## config.mk

```make
export PLATFORM = sky130hd
export DESIGN_NAME = fp_divider
export DESIGN_NICKNAME = d
export VERILOG_FILES = /design/src/rtl/fp_divider.sv
export SDC_FILE = /design/constraint.sdc
export NUM_CORES = 1
export LEC_CHECK = 0
export CORE_ASPECT_RATIO = 0.9
export CORE_MARGIN = 10
export CORE_UTILIZATION = 64
export CTS_BUF_LIST = sky130_fd_sc_hd__clkbuf_8
export DETAILED_ROUTE_END_ITERATION = 6
export GPL_TIMING_DRIVEN = 0
export PLACE_DENSITY = 0.89
export SLEW_MARGIN = 25
export SYNTH_ARGS = -nofsm -noshare
export SYNTH_HDL_FRONTEND = slang
export SYNTH_SLANG_ARGS = --single-unit
```

## constraint.sdc

```tcl
create_clock -name clk -period 18.05 [get_ports clk]
set_input_delay 2.7075 -clock clk [delete_from_list [all_inputs] [get_ports clk]]
set_output_delay 2.7075 -clock clk [all_outputs]
set_load 0.01 [all_outputs]
```

## src/rtl/fp_divider.sv

```systemverilog
// fp_divider: iterative IEEE-754 single-precision divider, divOut = op1 / op2.
// A radix-2 restoring mantissa divider produces one quotient bit per cycle.
// Rounding is truncation. Overflow gives a signed infinity and underflow a
// signed zero. Denormal inputs count as zero, and no denormals are produced.
//
// Ports:
//   clk    - system clock, rising edge
//   rst    - asynchronous active-high reset
//   start  - request; sampled only while idle
//   op1    - dividend (binary32), captured on the accepting edge
//   op2    - divisor  (binary32), captured on the accepting edge
//   busy   - high from the cycle after acceptance until the done cycle
//   done   - one-cycle pulse; divOut is valid in that cycle
//   divOut - registered result, held until the next done
//
// Flow: IDLE -> CLASS (decode the latched operands) -> SPEC or DIV -> NORM -> IDLE.
// The CLASS cycle is why a special result appears 2 edges after acceptance
// and a computed result appears 27 edges after acceptance.

module fp_divider #(
    parameter int QBITS = 25
) (
    input  logic        clk,
    input  logic        rst,
    input  logic        start,
    input  logic [31:0] op1,
    input  logic [31:0] op2,
    output logic        busy,
    output logic        done,
    output logic [31:0] divOut
);

    typedef enum logic [2:0] {
        IDLE  = 3'd0,
        CLASS = 3'd1,
        SPEC  = 3'd2,
        DIV   = 3'd3,
        NORM  = 3'd4
    } state_t;

    // ------------------------------------------------------------------
    // Operand classification helpers
    // ------------------------------------------------------------------
    function automatic logic is_nan(input logic [31:0] x);
        return (x[30:23] == 8'hFF) && (x[22:0] != 23'h0);
    endfunction

    function automatic logic is_inf(input logic [31:0] x);
        return (x[30:23] == 8'hFF) && (x[22:0] == 23'h0);
    endfunction

    // A zero exponent covers both true zeros and denormals.
    function automatic logic is_zero(input logic [31:0] x);
        return (x[30:23] == 8'h00);
    endfunction

    function automatic logic is_special(input logic [31:0] a, input logic [31:0] b);
        return is_nan(a) || is_nan(b) || is_inf(a) || is_inf(b) ||
               is_zero(a) || is_zero(b);
    endfunction

    // Special results, checked in priority order.
    function automatic logic [31:0] special_result(input logic [31:0] a,
                                                   input logic [31:0] b,
                                                   input logic        s);
        logic [31:0] r;
        if (is_nan(a) || is_nan(b)) begin
            r = 32'h7FC0_0000;
        end else if ((is_zero(a) && is_zero(b)) || (is_inf(a) && is_inf(b))) begin
            r = 32'h7FC0_0000;
        end else if (is_inf(a)) begin
            r = {s, 8'hFF, 23'h0};
        end else if (is_zero(b)) begin
            r = {s, 8'hFF, 23'h0};
        end else begin
            // The two remaining cases are 0/x and x/inf. Both give a signed zero.
            r = {s, 31'h0};
        end
        return r;
    endfunction

    // ------------------------------------------------------------------
    // State and datapath registers
    // ------------------------------------------------------------------
    state_t      state_r, state_n;
    logic [31:0] a_r, a_n;
    logic [31:0] b_r, b_n;
    logic        sign_r, sign_n;
    logic [24:0] rem_r, rem_n;      // remainder is always < 2 * divisor
    logic [23:0] dvs_r, dvs_n;      // divisor significand with hidden bit
    logic [QBITS-1:0] q_r, q_n;
    logic [4:0]  cnt_r, cnt_n;
    logic        busy_r, busy_n;
    logic        done_r, done_n;
    logic [31:0] out_r, out_n;

    // Datapath helper signals
    logic [24:0]       rem_sub;
    logic              q_bit;
    logic signed [9:0] exp_raw;
    logic signed [9:0] exp_adj;
    logic [22:0]       mant;
    logic [31:0]       norm_result;

    assign busy   = busy_r;
    assign done   = done_r;
    assign divOut = out_r;

    // Register update with asynchronous reset of all state.
    always_ff @(posedge clk or posedge rst) begin
        if (rst) begin
            state_r <= IDLE;
            a_r     <= 32'h0;
            b_r     <= 32'h0;
            sign_r  <= 1'b0;
            rem_r   <= 25'h0;
            dvs_r   <= 24'h0;
            q_r     <= '0;
            cnt_r   <= 5'd0;
            busy_r  <= 1'b0;
            done_r  <= 1'b0;
            out_r   <= 32'h0;
        end else begin
            state_r <= state_n;
            a_r     <= a_n;
            b_r     <= b_n;
            sign_r  <= sign_n;
            rem_r   <= rem_n;
            dvs_r   <= dvs_n;
            q_r     <= q_n;
            cnt_r   <= cnt_n;
            busy_r  <= busy_n;
            done_r  <= done_n;
            out_r   <= out_n;
        end
    end

    // Restoring step: compare, conditionally subtract, and emit the quotient bit.
    always_comb begin
        rem_sub = rem_r;
        q_bit   = 1'b0;
        if (rem_r >= {1'b0, dvs_r}) begin
            rem_sub = rem_r - {1'b0, dvs_r};
            q_bit   = 1'b1;
        end else begin
            rem_sub = rem_r;
            q_bit   = 1'b0;
        end
    end

    // Normalisation and exponent range check on the finished quotient.
    always_comb begin
        exp_raw = $signed({2'b00, a_r[30:23]}) - $signed({2'b00, b_r[30:23]}) + 10'sd127;
        exp_adj = exp_raw;
        mant    = 23'h0;
        if (q_r[24]) begin
            mant    = q_r[23:1];
            exp_adj = exp_raw;
        end else begin
            // The mantissa ratio is below 1, so shift one place and lower the exponent.
            mant    = q_r[22:0];
            exp_adj = exp_raw - 10'sd1;
        end
        if (exp_adj > 10'sd254) begin
            norm_result = {sign_r, 8'hFF, 23'h0};
        end else if (exp_adj < 10'sd1) begin
            norm_result = {sign_r, 31'h0};
        end else begin
            norm_result = {sign_r, exp_adj[7:0], mant};
        end
    end

    // Next-state and register-input logic for the FSM.
    always_comb begin
        state_n = state_r;
        a_n     = a_r;
        b_n     = b_r;
        sign_n  = sign_r;
        rem_n   = rem_r;
        dvs_n   = dvs_r;
        q_n     = q_r;
        cnt_n   = cnt_r;
        busy_n  = busy_r;
        done_n  = 1'b0;
        out_n   = out_r;

        case (state_r)
            IDLE: begin
                if (start) begin
                    a_n     = op1;
                    b_n     = op2;
                    sign_n  = op1[31] ^ op2[31];
                    busy_n  = 1'b1;
                    state_n = CLASS;
                end else begin
                    state_n = IDLE;
                end
            end
            CLASS: begin
                if (is_special(a_r, b_r)) begin
                    state_n = SPEC;
                end else begin
                    rem_n   = {2'b01, a_r[22:0]};
                    dvs_n   = {1'b1, b_r[22:0]};
                    q_n     = '0;
                    cnt_n   = 5'd24;
                    state_n = DIV;
                end
            end
            SPEC: begin
                out_n   = special_result(a_r, b_r, sign_r);
                done_n  = 1'b1;
                busy_n  = 1'b0;
                state_n = IDLE;
            end
            DIV: begin
                // rem_sub < divisor < 2^24, so dropping bit 24 on the shift is safe.
                rem_n = {rem_sub[23:0], 1'b0};
                q_n   = {q_r[QBITS-2:0], q_bit};
                if (cnt_r == 5'd0) begin
                    state_n = NORM;
                end else begin
                    cnt_n = cnt_r - 5'd1;
                end
            end
            NORM: begin
                out_n   = norm_result;
                done_n  = 1'b1;
                busy_n  = 1'b0;
                state_n = IDLE;
            end
            default: begin
                state_n = IDLE;
                busy_n  = 1'b0;
            end
        endcase
    end

endmodule

```

======== After elaboration in Yosys (flattened, before gate mapping) ========
Index checks and enable logic that the tools add are counted.
word-level totals
  input bits .............................. 67
  flip-flop bits (word level) ............. 179
  word-level logic and storage cells ...... 86
operators by class
  bitwise operators ....................... 3
  reduce and logical (&&, ||, !) cells .... 29
  $add $sub $neg .......................... 5
  equality and inequality tests ........... 10
  muxes and demuxes ....................... 25
  magnitude comparators ................... 3
operators by type and width
  kind                   count
  $mux 31                4
  $pmux 25 s2            2
  $mux 32                2
  $pmux 32 s2            1
  $mux 25                2
  $logic_not 23->1       2
  $reduce_bool 23->1     2
  $ge 25x24->1           1
  $mux 24                1
  $sub 24x24->24         1
  $mux 23                1
  $eq 8x8->1 const B     2
  $logic_not 8->1        2
  $add 9x8->10 const B   1
  $gt 10x9->1 const B    1
  $lt 10x2->1 const B    1
  $mux 10                1
  $mux 5                 2
  $pmux 5 s2             1
  $sub 10x2->10 const B  1
  $pmux 3 s3             1
  $sub 8x8->9            1
  $ne 2x2->1 const B     4
  $reduce_and 2->1       4
  other kinds (16)       34

======== Depth between registers and ports, before layout ========
  depth after elaboration ................. 9
  gate-level depth with buffers ........... 17

======== Worst setup path before layout ========
No wires, ideal clock.
  path kind ............................... input-to-reg
  start point ............................. input start
  end point ............................... register a_r[10]
  stages .................................. 4
  path buffers ............................ 2
  slack ................................... 13.924 ns
  data arrival time ....................... 4.002 ns
  setup time .............................. 0.125 ns
  cell sequence ........................... nor4b_1 clkbuf_1 clkbuf_1 mux2_2
on the way
  longest elaborated chain between the ends .. 1
ends and longest elaborated chain
  element                     RTL line  text
  start, declared             25        input logic start,
  $reduce_and 2->1 (no line)  n/a
  end signal, assigned        125       a_r <= a_n;
  end, declared               86        logic [31:0] a_r, a_n;
No other way between the ends.
A chain may end at the register's enable or synchronous reset.

======== Worst setup path in the final report ========
  start point ............................. input start
  end point ............................... register a_r[6]
Same word-level chain as after synthesis.

==> results.toml <==
[clock_network]
maximum_level_of_the_cts_h_tree = 4
post_cts_buffers = 0
numClockSinks = 179
cts_root_buffer = "clkbuf_8"
clk_pin_slew_worst_paths_ns = 0.09
worst_skew_pair.late_latency_ns = 0.49
cts_made_buffers = 17
post_cts_hold_buffer_count = 0
post_cts_resize_count = 0
cts_tree = "built"
cts-root-to-sink-buffers = 2

[worst_setup_path]
critPathMaxStageDelay_ns = 0.64
path_buf_inv = 3
crit-reg2reg-capture = "divOut[0]"
worstSetupEndpointType = "flop"
worstPathArrival_ns = 5.20
max_fanout_on_critical_path = 10
critPathLaunchType = "input pin"
timing.setup.critical_path_class = "in2reg"
worst-r2r-cell-count = 17
timing.critical_path.slowest_stage_cell = "clkbuf_1"
timing.critical_path.required_ns = 18.42
critical-path-top-delay-family = "buffers and inverters"
timing.critical_path.cells = "clkdlybuf4s50_1 -> nor4b_1 -> clkbuf_1 -> clkbuf_1 -> mux2_2"
r2r_start = "a_r[23]"
r2r_slack_ns = 14.03
critical_path.most_common_cell = "clkbuf_1"

[power]
leakagePower_nw = 4.84
power_per_unit_of_standard_cell_area_nw_per_um2 = 218
vdd_ir_drop_max_uv = 122

[global_routing]
overall_overflow_remaining_after_global_route = 0
grt_pass1_wl_um = 40700
grt_start_max_net_pins = 104
grt_use_total_pct = 24.4
first_global_vias = 8050
grt_antenna_before_repair = 0

[yosys]
yosysUniqueCellTypes = 68
synth_area_um2 = 9850
synth_enable_flop_cells = 0
dominantRegCellSynth = "dfrtp_1"
syn_nets = 1118
netlist_instances = 1013
syn-mean-instance-area_um2 = 9.72
ffs_w_async_s_r_synth_pct = 100
yosysWarnings = 0
ys_seq_elements = 179
sequential_to_total_area_share_from_yosys_stat_pct = 45.5

[timing]
fin_hold_ws_ns = 0.460
summed_negative_setup_slack_over_all_endpoints_ns = 0
transition_time_at_the_pin_with_the_least_slew_margin_ns = 0.975
final-setup-viol-count = 0
final_hold_violation_count = 0
fmaxAchievable_ghz = 0.207
period_minus_slack_ns = 4.83
max-slew-margin-rel_pct = 33.3
rsz0062_at_grt = "no"
finClkSkew_ns = 0.0124
fin_crit_share_pct = 26.8
slew_violations = 0

[drt]
detail_route.vias_per_cell = 6.14
routedWlPerCell_um = 18.6
dr.pass1.iters = 5
post-route-drc-count = 0
drt_wl_total_um = 24900
drtIter0Drc = 700
drt.antenna.violating_nets = 0
vias = 8242

[floorplanning]
fp.coreArea_um2 = 14900
die_area_um2 = 20800
die-width_um = 151
io-pin-count = 101
initial_utilization_pct = 66.2
die_h_um = 138
number_of_placement_rows = 42

[cells_and_area]
layout.cells.non_filler = 1342
drive_gt1_share_pct = 11.4
num-nets-final = 1238
final-seq-area_um2 = 4480
multi_input_area_um2 = 4980
area.growth.synth_to_final_pct = 17.0
antenna-diode-count = 0
fill_cells = 1016

[hold_path]
min_to = "dvs_r[23]"
worst_hold_startpoint = "dvs_r[23]"
min-delay-path-class = "reg2reg"
hold-path-cell-count = 2

[placed_design]
placed_cells = 1312
finalWeightedCongestion = 0.960
buffer_ports.inserted = 100
half_perimeter_wire_length_after_detailed_placement_um = 18600

[flow_run]
max_cap_violations = 0

[outcome]
status = "finished, final reports clean"
==> metal layers <==
layer  GRT usage (%)  wire length (um)  up-vias
li1                -                 -     3827
met1            32.0             10700     4038
met2            40.3             11900      324
met3            5.02              1800       53
met4            7.05               564        0
met5               0                 0        -
==> worst reg2reg max path, delay by kind of cell, from the launching register on <==
family          cells  cell delay, ns
xor+xnor            2            0.49
fa+ha+maj           3            0.87
simple gates        3            0.79
compound gates      4            0.79
buf+inv             5            0.57
flops               1            0.40
==> how the worst max path moves through the flow <==
stage                      from       to  slack [ns]  depth (start not counted)
after floorplan             rst   a_r[0]       10.48                          1
after global placement      rst  b_r[30]        8.35                          2
after detailed placement  start   a_r[6]       12.77                          5
after CTS                 start   a_r[6]       13.27                          5
after global routing      start   a_r[4]       13.18                          5
final                     start   a_r[6]       13.22                          5
==> final cells by class <==
type,count,share of cell area [%]
plain buffers,48,1.69
clock buffers,19,2.27
clock inverters,11,1.11
inverters,51,1.73
multi-input cells,735,43.2
flip-flops and latches,179,38.9
well taps,198,2.15
repair buffers,101,8.93
==> kinds of logic after synthesis <==
logic type	Yosys count	share of synthesized area (%)
simple gates	316	14.8
compound gates	244	16.5
flops	179	45.5
buf+inv	99	3.93
mux	97	10.6
xor+xnor	40	3.71
fa+ha+maj	38	4.98
==> layout by cell type (no fill, tap or decap), types with 10 or more instances in the layout <==
cell type,netlist,layout
dfrtp_1,179,179
nand2_1,167,167
clkdlybuf4s50_1,0,100
o21ai_0,91,91
mux2_2,59,59
inv_1,51,50
clkbuf_1,44,44
nor2_1,40,40
mux2i_1,38,38
ha_1,36,36
a21oi_1,31,31
xnor2_1,24,24
o21ai_2,19,19
clkbuf_8,0,19
nand3_1,17,17
nor3_1,16,16
nor4_1,14,14
xor2_1,14,14
a31oi_1,14,14
a21o_1,13,13
nand4_1,10,10
==> per-stage QoR <==
step	total power, mW	cell area [um^2]	worst slack (ns)	util, %
final	2.52	11500	13.22	77.5
after global routing	2.70	11500	13.18	77.5
after CTS	2.48	11500	13.27	77.5
after detailed placement	2.19	11100	12.77	74.8
after global placement	2.12	11100	8.35	74.6
after floorplan	1.82	9850	10.48	-
==> synth_stat cells (all sizes together), types with 9 or more instances <==
master | instances | share of area, %
dfrtp | 179 | 45
nand2 | 168 | 6.4
o21ai | 113 | 6.5
mux2 | 59 | 6.7
inv | 51 | 1.9
clkbuf | 44 | 1.7
nor2 | 40 | 1.5
mux2i | 38 | 3.9
ha | 36 | 4.6
a21oi | 33 | 1.8
xnor2 | 26 | 2.5
nand3 | 17 | 0.86
nor3 | 17 | 0.91
a31oi | 16 | 1.2
nor4 | 14 | 0.89
xor2 | 14 | 1.2
a21o | 13 | 0.99
nand4 | 10 | 0.64
nand2b | 9 | 0.57
o211ai | 9 | 0.69
==> sequential cells by signal, summed over array words and instances (netlist names) <==
name and count:
cnt_r 5, b_r 31, rem_r 25, done 1, sign_r 1, divOut 32, a_r 31, dvs_r 24
state_r 3, busy 1, q_r 25
==> where the power goes <==
part           switching [mW]  total [mW]  leakage (nW)  internal, mW
combinational           0.936        1.56          2.40         0.627
clock                   0.151       0.281         0.191         0.130
sequential              0.121       0.672          2.26         0.551
total                    1.21        2.52          4.84          1.31
Power figures use the tool's default switching activity.
